==> config.mk <==
export PLATFORM = sky130hd
export DESIGN_NAME = emaxi_read_arbiter
export DESIGN_NICKNAME = d
export VERILOG_FILES = /design/src/rtl/emaxi_pkg.sv /design/src/rtl/emaxi_outst_cnt.sv /design/src/rtl/emaxi_read_arbiter.sv
export SDC_FILE = /design/constraint.sdc
export NUM_CORES = 1
export LEC_CHECK = 0
export ABC_AREA = 1
export BUFFER_PORTS_ARGS = -buffer_cell sky130_fd_sc_hd__buf_2
export CORE_AREA = 2 2 119 121
export CTS_BUF_LIST = sky130_fd_sc_hd__clkbuf_8
export DETAILED_ROUTE_END_ITERATION = 12
export DIE_AREA = 0 0 121 123
export HOLD_SLACK_MARGIN = 0.12
export PLACE_DENSITY_LB_ADDON = 0.12
export SLEW_MARGIN = 30
export SYNTH_ARGS = -nofsm -noshare
export SYNTH_HDL_FRONTEND = slang
export SYNTH_SLANG_ARGS = --single-unit
==> constraint.sdc <==
create_clock -name clk -period 5.1 [get_ports clk]
set_clock_uncertainty 0.15 [all_clocks]
set_input_delay 0.255 -clock clk [delete_from_list [all_inputs] [get_ports clk]]
set_output_delay 0.255 -clock clk [all_outputs]
set_load 0.05 [all_outputs]
==> src/rtl/emaxi_pkg.sv <==
// emaxi_pkg: shared AR-channel widths, burst encodings and read-arbiter FSM states
package emaxi_pkg;
  localparam int ADDR_W = 32;
  localparam int ID_W = 12;
  localparam int LEN_W = 8;
  localparam int SIZE_W = 3;
  localparam int BURST_W = 2;
  localparam int DATA_W = 64;
  typedef enum logic [BURST_W-1:0] {
    BURST_FIXED = 2'b00,
    BURST_INCR  = 2'b01,
    BURST_WRAP  = 2'b10
  } burst_e;
  typedef enum logic {
    IDLE  = 1'b0,
    ISSUE = 1'b1
  } ar_state_e;
endpackage

==> src/rtl/emaxi_outst_cnt.sv <==
// emaxi_outst_cnt: saturating up/down outstanding-burst counter with full flag
module emaxi_outst_cnt #(
  parameter int MAX = 4
) (
  input  logic       clk,
  input  logic       rst,
  input  logic       inc,
  input  logic       dec,
  output logic [2:0] cnt,
  output logic       full
);
  assign full = cnt >= 3'(MAX);
  always_ff @(posedge clk) begin
    if (rst) cnt <= '0;
    else if (inc && !dec && cnt != 3'd7) cnt <= cnt + 3'd1;
    else if (dec && !inc && cnt != 3'd0) cnt <= cnt - 3'd1;
  end
endmodule

==> src/rtl/emaxi_read_arbiter.sv <==
// emaxi_read_arbiter: two-requester round-robin AXI read arbiter with RID-based response routing
module emaxi_read_arbiter
  import emaxi_pkg::*;
#(
  parameter int MAX_OUTST = 4,
  parameter logic [ID_W-1:0] ID_BASE = 12'h000
) (
  input  logic               clk,
  input  logic               rst,
  input  logic [1:0]         rq_valid,
  output logic [1:0]         rq_ready,
  input  logic [ADDR_W-1:0]  rq_araddr_0,
  input  logic [LEN_W-1:0]   rq_arlen_0,
  input  logic [SIZE_W-1:0]  rq_arsize_0,
  input  logic [BURST_W-1:0] rq_arburst_0,
  input  logic [ADDR_W-1:0]  rq_araddr_1,
  input  logic [LEN_W-1:0]   rq_arlen_1,
  input  logic [SIZE_W-1:0]  rq_arsize_1,
  input  logic [BURST_W-1:0] rq_arburst_1,
  output logic [ID_W-1:0]    m_axi_arid,
  output logic [ADDR_W-1:0]  m_axi_araddr,
  output logic [LEN_W-1:0]   m_axi_arlen,
  output logic [SIZE_W-1:0]  m_axi_arsize,
  output logic [BURST_W-1:0] m_axi_arburst,
  output logic               m_axi_arvalid,
  input  logic               m_axi_arready,
  input  logic [ID_W-1:0]    m_axi_rid,
  input  logic [DATA_W-1:0]  m_axi_rdata,
  input  logic [1:0]         m_axi_rresp,
  input  logic               m_axi_rlast,
  input  logic               m_axi_rvalid,
  output logic               m_axi_rready,
  output logic [1:0]         rs_valid,
  input  logic [1:0]         rs_ready,
  output logic [DATA_W-1:0]  rs_data,
  output logic [1:0]         rs_resp,
  output logic               rs_last,
  output logic               rid_err
);
  ar_state_e state, state_nx;
  logic last_grant, gnt, any;
  logic [1:0] elig, full, inc, dec, match, route;
  always_comb begin
    elig = rq_valid & ~full;
    any = |elig;
    gnt = &elig ? ~last_grant : elig[1];
    state_nx = state == IDLE ? (any ? ISSUE : IDLE) : (m_axi_arready ? IDLE : ISSUE);
    rq_ready = (state == IDLE && any && !rst) ? (gnt ? 2'b10 : 2'b01) : 2'b00;
  end
  always_ff @(posedge clk) begin
    if (rst) begin
      state <= IDLE;
      last_grant <= 1'b1;
      m_axi_arid <= '0;
      m_axi_araddr <= '0;
      m_axi_arlen <= '0;
      m_axi_arsize <= '0;
      m_axi_arburst <= '0;
      rid_err <= 1'b0;
    end else begin
      state <= state_nx;
      if (state == IDLE && any) begin
        last_grant <= gnt;
        m_axi_arid <= ID_BASE | ID_W'(gnt);
        m_axi_araddr <= gnt ? rq_araddr_1 : rq_araddr_0;
        m_axi_arlen <= gnt ? rq_arlen_1 : rq_arlen_0;
        m_axi_arsize <= gnt ? rq_arsize_1 : rq_arsize_0;
        m_axi_arburst <= gnt ? rq_arburst_1 : rq_arburst_0;
      end
      if (m_axi_rvalid && match == 2'b00) rid_err <= 1'b1;
    end
  end
  assign m_axi_arvalid = state == ISSUE;
  // last_grant always names the requester whose AR is currently being issued
  assign match = {m_axi_rid == (ID_BASE | ID_W'(1)), m_axi_rid == ID_BASE};
  assign route = {match[1] & ~match[0], match[0]};
  assign m_axi_rready = match[0] ? rs_ready[0] : match[1] ? rs_ready[1] : 1'b1;
  assign rs_valid = rst ? 2'b00 : route & {2{m_axi_rvalid}};
  assign rs_data = m_axi_rdata;
  assign rs_resp = m_axi_rresp;
  assign rs_last = m_axi_rlast;
  assign inc = {2{m_axi_arvalid & m_axi_arready}} & {last_grant, ~last_grant};
  assign dec = {2{m_axi_rvalid & m_axi_rlast & m_axi_rready}} & route;
  for (genvar i = 0; i < 2; i++) begin : g_cnt
    emaxi_outst_cnt #(.MAX(MAX_OUTST)) u_cnt (
      .clk(clk),
      .rst(rst),
      .inc(inc[i]),
      .dec(dec[i]),
      .cnt(),
      .full(full[i])
    );
  end
endmodule
==> run_results.csv, run 1 <==
group,metric,value,unit
status,status,"completed",
detailed_routing,vias_per_cell,4.244,
detailed_routing,drtAntennaViolNets,0,
floorplan,fp.dieH,123,um
worst_setup_path,startpoint_type,"register",
synth,synthArstFlopShare,0,%
clock_network,cts_tree,"built",
global_route,antenna_found_initial,0,
sta,rsz0062_at_grt,"false",
sta,worstMarginPinSlew,0.8808,ns
detailed_routing,totalWireLength,9.800,mm
worst_setup_path,crit_top_cell,"inv_2",
sta,hold_violations,0,
sta,post-route-period-util,59.37,%
synth,yosys-top-cells-area,"dfxtp_1 (33%), buf_4 (19%), nor2_1 (12%)",
run,maxCapViolCount,0,
detailed_routing,wl_per_cell,12.33,um
sta,setup_viol,0,
clock_network,clkSinkCount,55,
synth,yosysTopAreaCell,"dfxtp_1",
final_layout,drive_gt1_share,30.41,%
global_route,grt_pass1_wl,14.68,mm
synth,yosys_most_used_dff,"dfxtp_1",
worst_setup_path,cp-end-kind,"output pin",
global_route,grt_use_total,12.34,%
pwr,p_per_area,304.3,nW/um^2
worst_setup_path,path_cells,"inv_2, nand3_1, nand2_4, inv_2, nand2_1, nor2_1, buf_2",
final_layout,area_growth,27.55,%
synth,synth_top_area_share,33.12,%
clock_network,cts_max_path_buffers,2,
pwr,combPwrFrac,40.9,%
detailed_routing,drt_iter0_markers,113,
worst_setup_path,critPathKind,"reg -> out",
clock_network,cts_setup_buffers,0,
synth,ys_seq_area_share,33.12,%
final_layout,fill_cells,1543,
synth,ys_top_cells_by_count,"nor2_1 (103), buf_4 (86), nand2_1 (67)",
sta,fmax,330.3,MHz
place,io_buffers,164,
place,place_congestion,0.8026,
synth,synth_edf_count,0,
clock_network,cts-hold-fix-buffers,46,
detailed_routing,drc_errors,0,
worst_setup_path,max_stage_delay,0.78,ns
worst_hold_path,min_path_type,"in -> reg",
final_layout,nets,793,
clock_network,clk_latency,0.31,ns
floorplan,io_pins,308,
floorplan,rows,43,
worst_setup_path,critPathMaxFanout,47,
pwr,seqPwrFrac,39.5,%
detailed_routing,num_vias,3374,
pwr,clkPwrFrac,19.6,%
detailed_routing,dr.pass1.iters,4,
global_route,grt_max_degree,65,
sta,finalCriticalPeriod,3.028,ns
global_route,grt_overflow,0,
floorplan,core_region_area,13610,sq um
clock_network,htree_levels,2,
clock_network,cts-root-buf,"clkbuf_8",
synth,synthCells,489,
sta,hold_slack,0.1568,ns
synth,synth_cell_type_count,27,
synth,avgSynthCellArea,6.798,sq um
pwr,p_switching,0.5536,mW
floorplan,die_w,121,um
pwr,ir_drop,155.7,uV
final_layout,antenna_cells,0,
clock_network,cts_resized,0,
sta,maxSlewHeadroom,41.20,%
sta,report.final.slew_viol_count,0,
worst_setup_path,crit_required,4.70,ns
pwr,p_int,0.7366,mW
worst_setup_path,slowest_stage,"inv_2",
floorplan,start_util,24.42,%
floorplan,die_area,14880,sq um
place,hpwl,6.804,mm
worst_setup_path,crit_arrival,2.62,ns
synth,ys_ff_latch,55,
clock_network,cts_buffers,5,
sta,setup_tns,0,ns
synth,yosysWarnings,0,
global_route,grt_pass1_vias,3184,
pwr,leakage,2.053,nW
pwr,p_sw_share,42.91,%
synth,netlist_area,3324,sq um
synth,synth.most_common_cell,"nor2_1",
clock_network,path_clk_slew,0.11,ns
## sequential cells by signal, indices dropped and copies added (netlist names)
signal and flops:
last_grant 1, m_axi_arburst 2, m_axi_arlen 8, m_axi_arid 1
m_axi_araddr 32, rid_err 1, m_axi_arsize 3, g_cnt.u_cnt.cnt 6
m_axi_arvalid 1
## layout by cell type (no fill, tap or decap), types with 8 or more instances in the layout
cell type      instances
nand2_1               67
conb_1                11
inv_1                 20
o21ai_0                8
dlygate4sd3_1         46
nand3_1               13
o21ai_1               40
buf_2                163
dfxtp_1               55
nor2_1               103
a21oi_1               50
## cells by family (layout without fill, tap and decap cells)
family,count (synthesis),after routing,share of synthesized area (%)
AOI/OAI and AO/OA,105,105,16.26
adders and majority gates,2,2,1.204
buffers and inverters,127,243,24.76
DFF,55,55,33.12
other,1,11,0.1128
and+or+nand+nor,199,199,24.54
## metrics by stage
| stage | instance area [sq um] | worst slack [ns] | util [%] | power (mW) | instances |
|---|---|---|---|---|---|
| after floorplan | 3362 | 2.589 | - | 1.050 | 499 |
| after global placement | 3682 | 2.361 | 27.05 | 1.023 | 741 |
| after detailed placement | 3690 | 2.326 | 27.11 | 1.026 | 741 |
| after CTS | 4240 | 1.954 | 31.15 | 1.319 | 795 |
| after global routing | 4240 | 1.774 | 31.15 | 1.381 | 795 |
| final | 4240 | 2.072 | 31.15 | 1.290 | 795 |
## layer usage
layer	vias to the layer above	wire length (um)	GRT usage [%]
li1	1726	-	-
met1	1472	3775	12.93
met2	129	5039	23.10
met3	47	635	2.629
met4	0	349	6.395
met5	-	0	0
## power by group through the flow
stage                     registers [mW]  clock network [mW]  logic (mW)
after floorplan                    0.680                   0       0.369
after global placement             0.519                   0       0.504
after detailed placement           0.520                   0       0.507
after CTS                          0.510               0.274       0.534
after global routing               0.518               0.287       0.576
final                              0.510               0.253       0.527
## area by class of cell
class / count / area, sq um / area share [%]
clock buffers: 5 / 68.82 / 1.623
clock inverters: 3 / 21.27 / 0.5016
inverters: 24 / 90.09 / 2.125
multi-input cells: 317 / 1443 / 34.02
flip-flops and latches: 55 / 1101 / 25.97
well taps: 180 / 225.2 / 5.311
repair buffers: 211 / 1291 / 30.45
## final timing paths
check                         from               end  slack (ns)  cells after the start
max reg2reg  g_cnt[0].u_cnt.cnt[2]     m_axi_arid[0]        2.83                      6
min                rq_araddr_1[14]  m_axi_araddr[14]        0.16                      5
min reg2reg       m_axi_araddr[10]  m_axi_araddr[10]        0.32                      2
max          g_cnt[0].u_cnt.cnt[2]       rq_ready[1]        2.07                      7
## worst max-delay path: cells and delay by family, from the launching register on
kind                   cells  cell delay (ns)
buffers and inverters      3             1.10
flip-flops                 1             0.42
AND/OR/NAND/NOR            4             0.78
No activity file was read; power rests on OpenSTA's default activity.
==> inputs of run 2 (changes only) <==
--- a/config.mk
+++ b/config.mk
@@ -5,12 +5,12 @@
 export SDC_FILE = /design/constraint.sdc
 export NUM_CORES = 1
 export LEC_CHECK = 0
-export ABC_AREA = 1
+export ABC_AREA = 0
 export BUFFER_PORTS_ARGS = -buffer_cell sky130_fd_sc_hd__buf_2
-export CORE_AREA = 2 2 119 121
+export CORE_AREA = 2 2 118 120
 export CTS_BUF_LIST = sky130_fd_sc_hd__clkbuf_8
 export DETAILED_ROUTE_END_ITERATION = 12
-export DIE_AREA = 0 0 121 123
+export DIE_AREA = 0 0 120 122
 export HOLD_SLACK_MARGIN = 0.12
 export PLACE_DENSITY_LB_ADDON = 0.12
 export SLEW_MARGIN = 30
==> constraint.sdc (replaced) <==
create_clock -name clk -period 2.8 [get_ports clk]
set_clock_uncertainty 0.15 [all_clocks]
set_input_delay 0.14 -clock clk [delete_from_list [all_inputs] [get_ports clk]]
set_output_delay 0.14 -clock clk [all_outputs]
set_load 0.05 [all_outputs]
==> run 2 against run 1 <==
Net effect: synthesized area fell by 1.8%; wire length fell by 14%; combinational power increased by 64%; global-route usage is 1.0 points lower; flip-flop and latch count is the same; clock power increased by 65%; final cell count decreased by 9.4%; critical path type is now reg -> reg; via count is 11% lower.
==> run_results.csv, run 2 <==
group,metric,value,unit
pwr,p_per_area,458.7,nW/um^2
final_layout,layout_commonest_cell,"buf_2",
final_layout,largest_register,"m_axi_araddr",
sta,rsz0062_at_grt,"false",
synth,ys_top_cells_by_count,"buf_4 (79), dfxtp_1 (55), mux2i_1 (52)",
detailed_routing,num_vias,2999,
global_route,grt_max_degree,48,
clock_network,cts_buffers,5,
synth,netlist_area,3264,sq um
worst_setup_path,critPathKind,"reg -> reg",
pwr,ir_drop,180.5,uV
worst_setup_path,slowest_stage,"dlygate4sd3_1",
place,place_inst,620,
clock_network,cts_max_path_buffers,2,
floorplan,die_w,120,um
sta,finalCriticalPeriod,2.413,ns
worst_setup_path,startpoint,"g_cnt[1].u_cnt.cnt[2]",
floorplan,core_region_area,13500,sq um
floorplan,rows,43,
place,io_buffers,164,
detailed_routing,dr.pass1.iters,4,
worst_setup_path,cp-end-kind,"register",
sta,post-route-period-util,86.18,%
synth,yosys_most_used_dff,"dfxtp_1",
place,place_area,3759,sq um
final_layout,largest_reg_flops,32,
final_layout,area_growth,45.88,%
global_route,grt_overflow,0,
sta,setup_tns,0,ns
global_route,grt_pass1_vias,2910,
final_layout,antenna_cells,0,
clock_network,path_clk_slew,0.10,ns
detailed_routing,vias_per_cell,4.165,
worst_setup_path,max_stage_delay,0.57,ns
worst_setup_path,cp_top_family,"buffers and inverters",
synth,ys_seq_area_share,33.73,%
synth,synthCells,359,
sta,hold_violations,0,
floorplan,die_area,14640,sq um
synth,synth.most_common_cell,"buf_4",
worst_hold_path,min_path_type,"in -> out",
final_layout,fin_area,4762,sq um
detailed_routing,drt_iter0_markers,77,
worst_setup_path,startpoint_type,"register",
sta,fmax,414.4,MHz
global_route,grt_use_total,11.29,%
final_layout,final_cell_mix,"buf_2 (164), dlygate4sd3_1 (92), dfxtp_1 (54)",
floorplan,fp.dieH,122,um
final_layout,final_cells,720,
synth,avgSynthCellArea,9.093,sq um
status,status,"completed",
worst_setup_path,crit_arrival,2.48,ns
synth,synth_top_area_share,33.73,%
synth,synthArstFlopShare,0,%
place,hpwl,5.977,mm
detailed_routing,totalWireLength,8.475,mm
final_layout,top_regs,"m_axi_araddr: 32 flops, m_axi_arlen: 8 flops, g_cnt.u_cnt.cnt: 6 flops",
clock_network,cts-root-buf,"clkbuf_8",
run,maxCapViolCount,0,
clock_network,cts_setup_buffers,0,
synth,ys_ff_latch,55,
clock_network,clkSinkCount,55,
floorplan,io_pins,308,
clock_network,clk_latency,0.30,ns
synth,synth_edf_count,0,
worst_hold_path,hp-start,"m_axi_rdata[10]",
global_route,antenna_found_initial,0,
detailed_routing,wl_per_cell,11.77,um
sta,setup_viol,0,
worst_setup_path,crit_required,2.87,ns
worst_setup_path,path_cells,"nand2b_1, o21bai_4, buf_12, mux2i_1, dlygate4sd3_1, a211oi_1",
detailed_routing,drtAntennaViolNets,0,
clock_network,cts_tree,"built",
sta,report.final.slew_viol_count,0,
floorplan,start_util,24.17,%
synth,yosysTopAreaCell,"dfxtp_1",
worst_setup_path,crit_buf_inv,2,
place,place_congestion,0.7735,
pwr,leakage,2.364,nW
synth,yosys-top-cells-area,"dfxtp_1 (34%), buf_4 (18%), mux2i_1 (16%)",
worst_setup_path,reg2reg_from,"g_cnt[1].u_cnt.cnt[2]",
synth,yosysWarnings,0,
detailed_routing,drc_errors,0,
final_layout,nets,718,
global_route,grt_pass1_wl,13.58,mm
synth,synth_cell_type_count,38,
final_layout,drive_gt1_share,34.81,%
worst_setup_path,critPathMaxFanout,45,
clock_network,htree_levels,2,
-- run 2: changes by cell type after synthesis, moves of 15 or more --
cell,previous run,this run
nand2_1,67,7
o21ai_1,40,0
nor2_1,103,50
a21oi_1,50,2
a211oi_1,0,45
inv_1,19,4
mux2i_1,0,52
-- run 2: final timing paths --
path                     endpoint  slack (ns)  cells after the start
hold reg to reg           rid_err        0.32                      2
hold / removal        rs_data[10]        0.13                      0
setup reg to reg  m_axi_araddr[2]        0.39                      6
setup / recovery  m_axi_araddr[2]        0.39                      6
-- run 2: timing repair --
action                                  in CTS  in global routing
gates resized for setup                      0                  1
endpoints found under the setup margin       0                  1
hold buffers                                92                  0
hold endpoints to repair                    47                  0
-- run 2: where the power goes --
| part | internal, mW | switching (mW) |
|---|---|---|
| combinational | 0.339 | 0.523 |
| clock | 0.169 | 0.249 |
| sequential | 0.860 | 0.0447 |
-- run 2: routing by layer --
metal / wire (um) / global-route usage, %
met5: 0 / 0
met3: 590 / 3.605
met2: 4262 / 20.21
met4: 102 / 3.162
met1: 3521 / 12.89
-- run 2: cells by family (layout without fill, tap and decap cells) --
| kind of cell | Yosys count | in the layout | synth area share (%) |
|---|---|---|---|
| mux | 56 | 56 | 17.32 |
| buf+inv | 104 | 275 | 21.20 |
| flops | 55 | 55 | 33.73 |
| other cells | 1 | 11 | 0.1149 |
| simple gates | 82 | 82 | 12.95 |
| compound gates | 59 | 59 | 13.45 |
| fa+ha+maj | 2 | 2 | 1.227 |
-- run 2: through the flow --
stage	util, %	hold WS (ns)	setup slack [ns]	total power [mW]
after floorplan	-	0.1307	0.1525	1.711
after global placement	27.83	0.1303	0.1148	1.653
after detailed placement	27.83	0.1303	0.05696	1.658
after CTS	35.25	0.1244	0.2833	2.229
after global routing	35.26	0.1301	0.1699	2.323
final	35.26	0.1300	0.3871	2.184
-- run 2: layout make-up --
type | count | area, sq um
clock inverters | 3 | 12.51
fillers | 1419 | 8742
clock buffers | 5 | 68.82
well taps | 180 | 225.2
multi-input cells | 210 | 1531
flip-flops and latches | 55 | 1102
repair buffers | 263 | 1807
inverters | 4 | 15.01
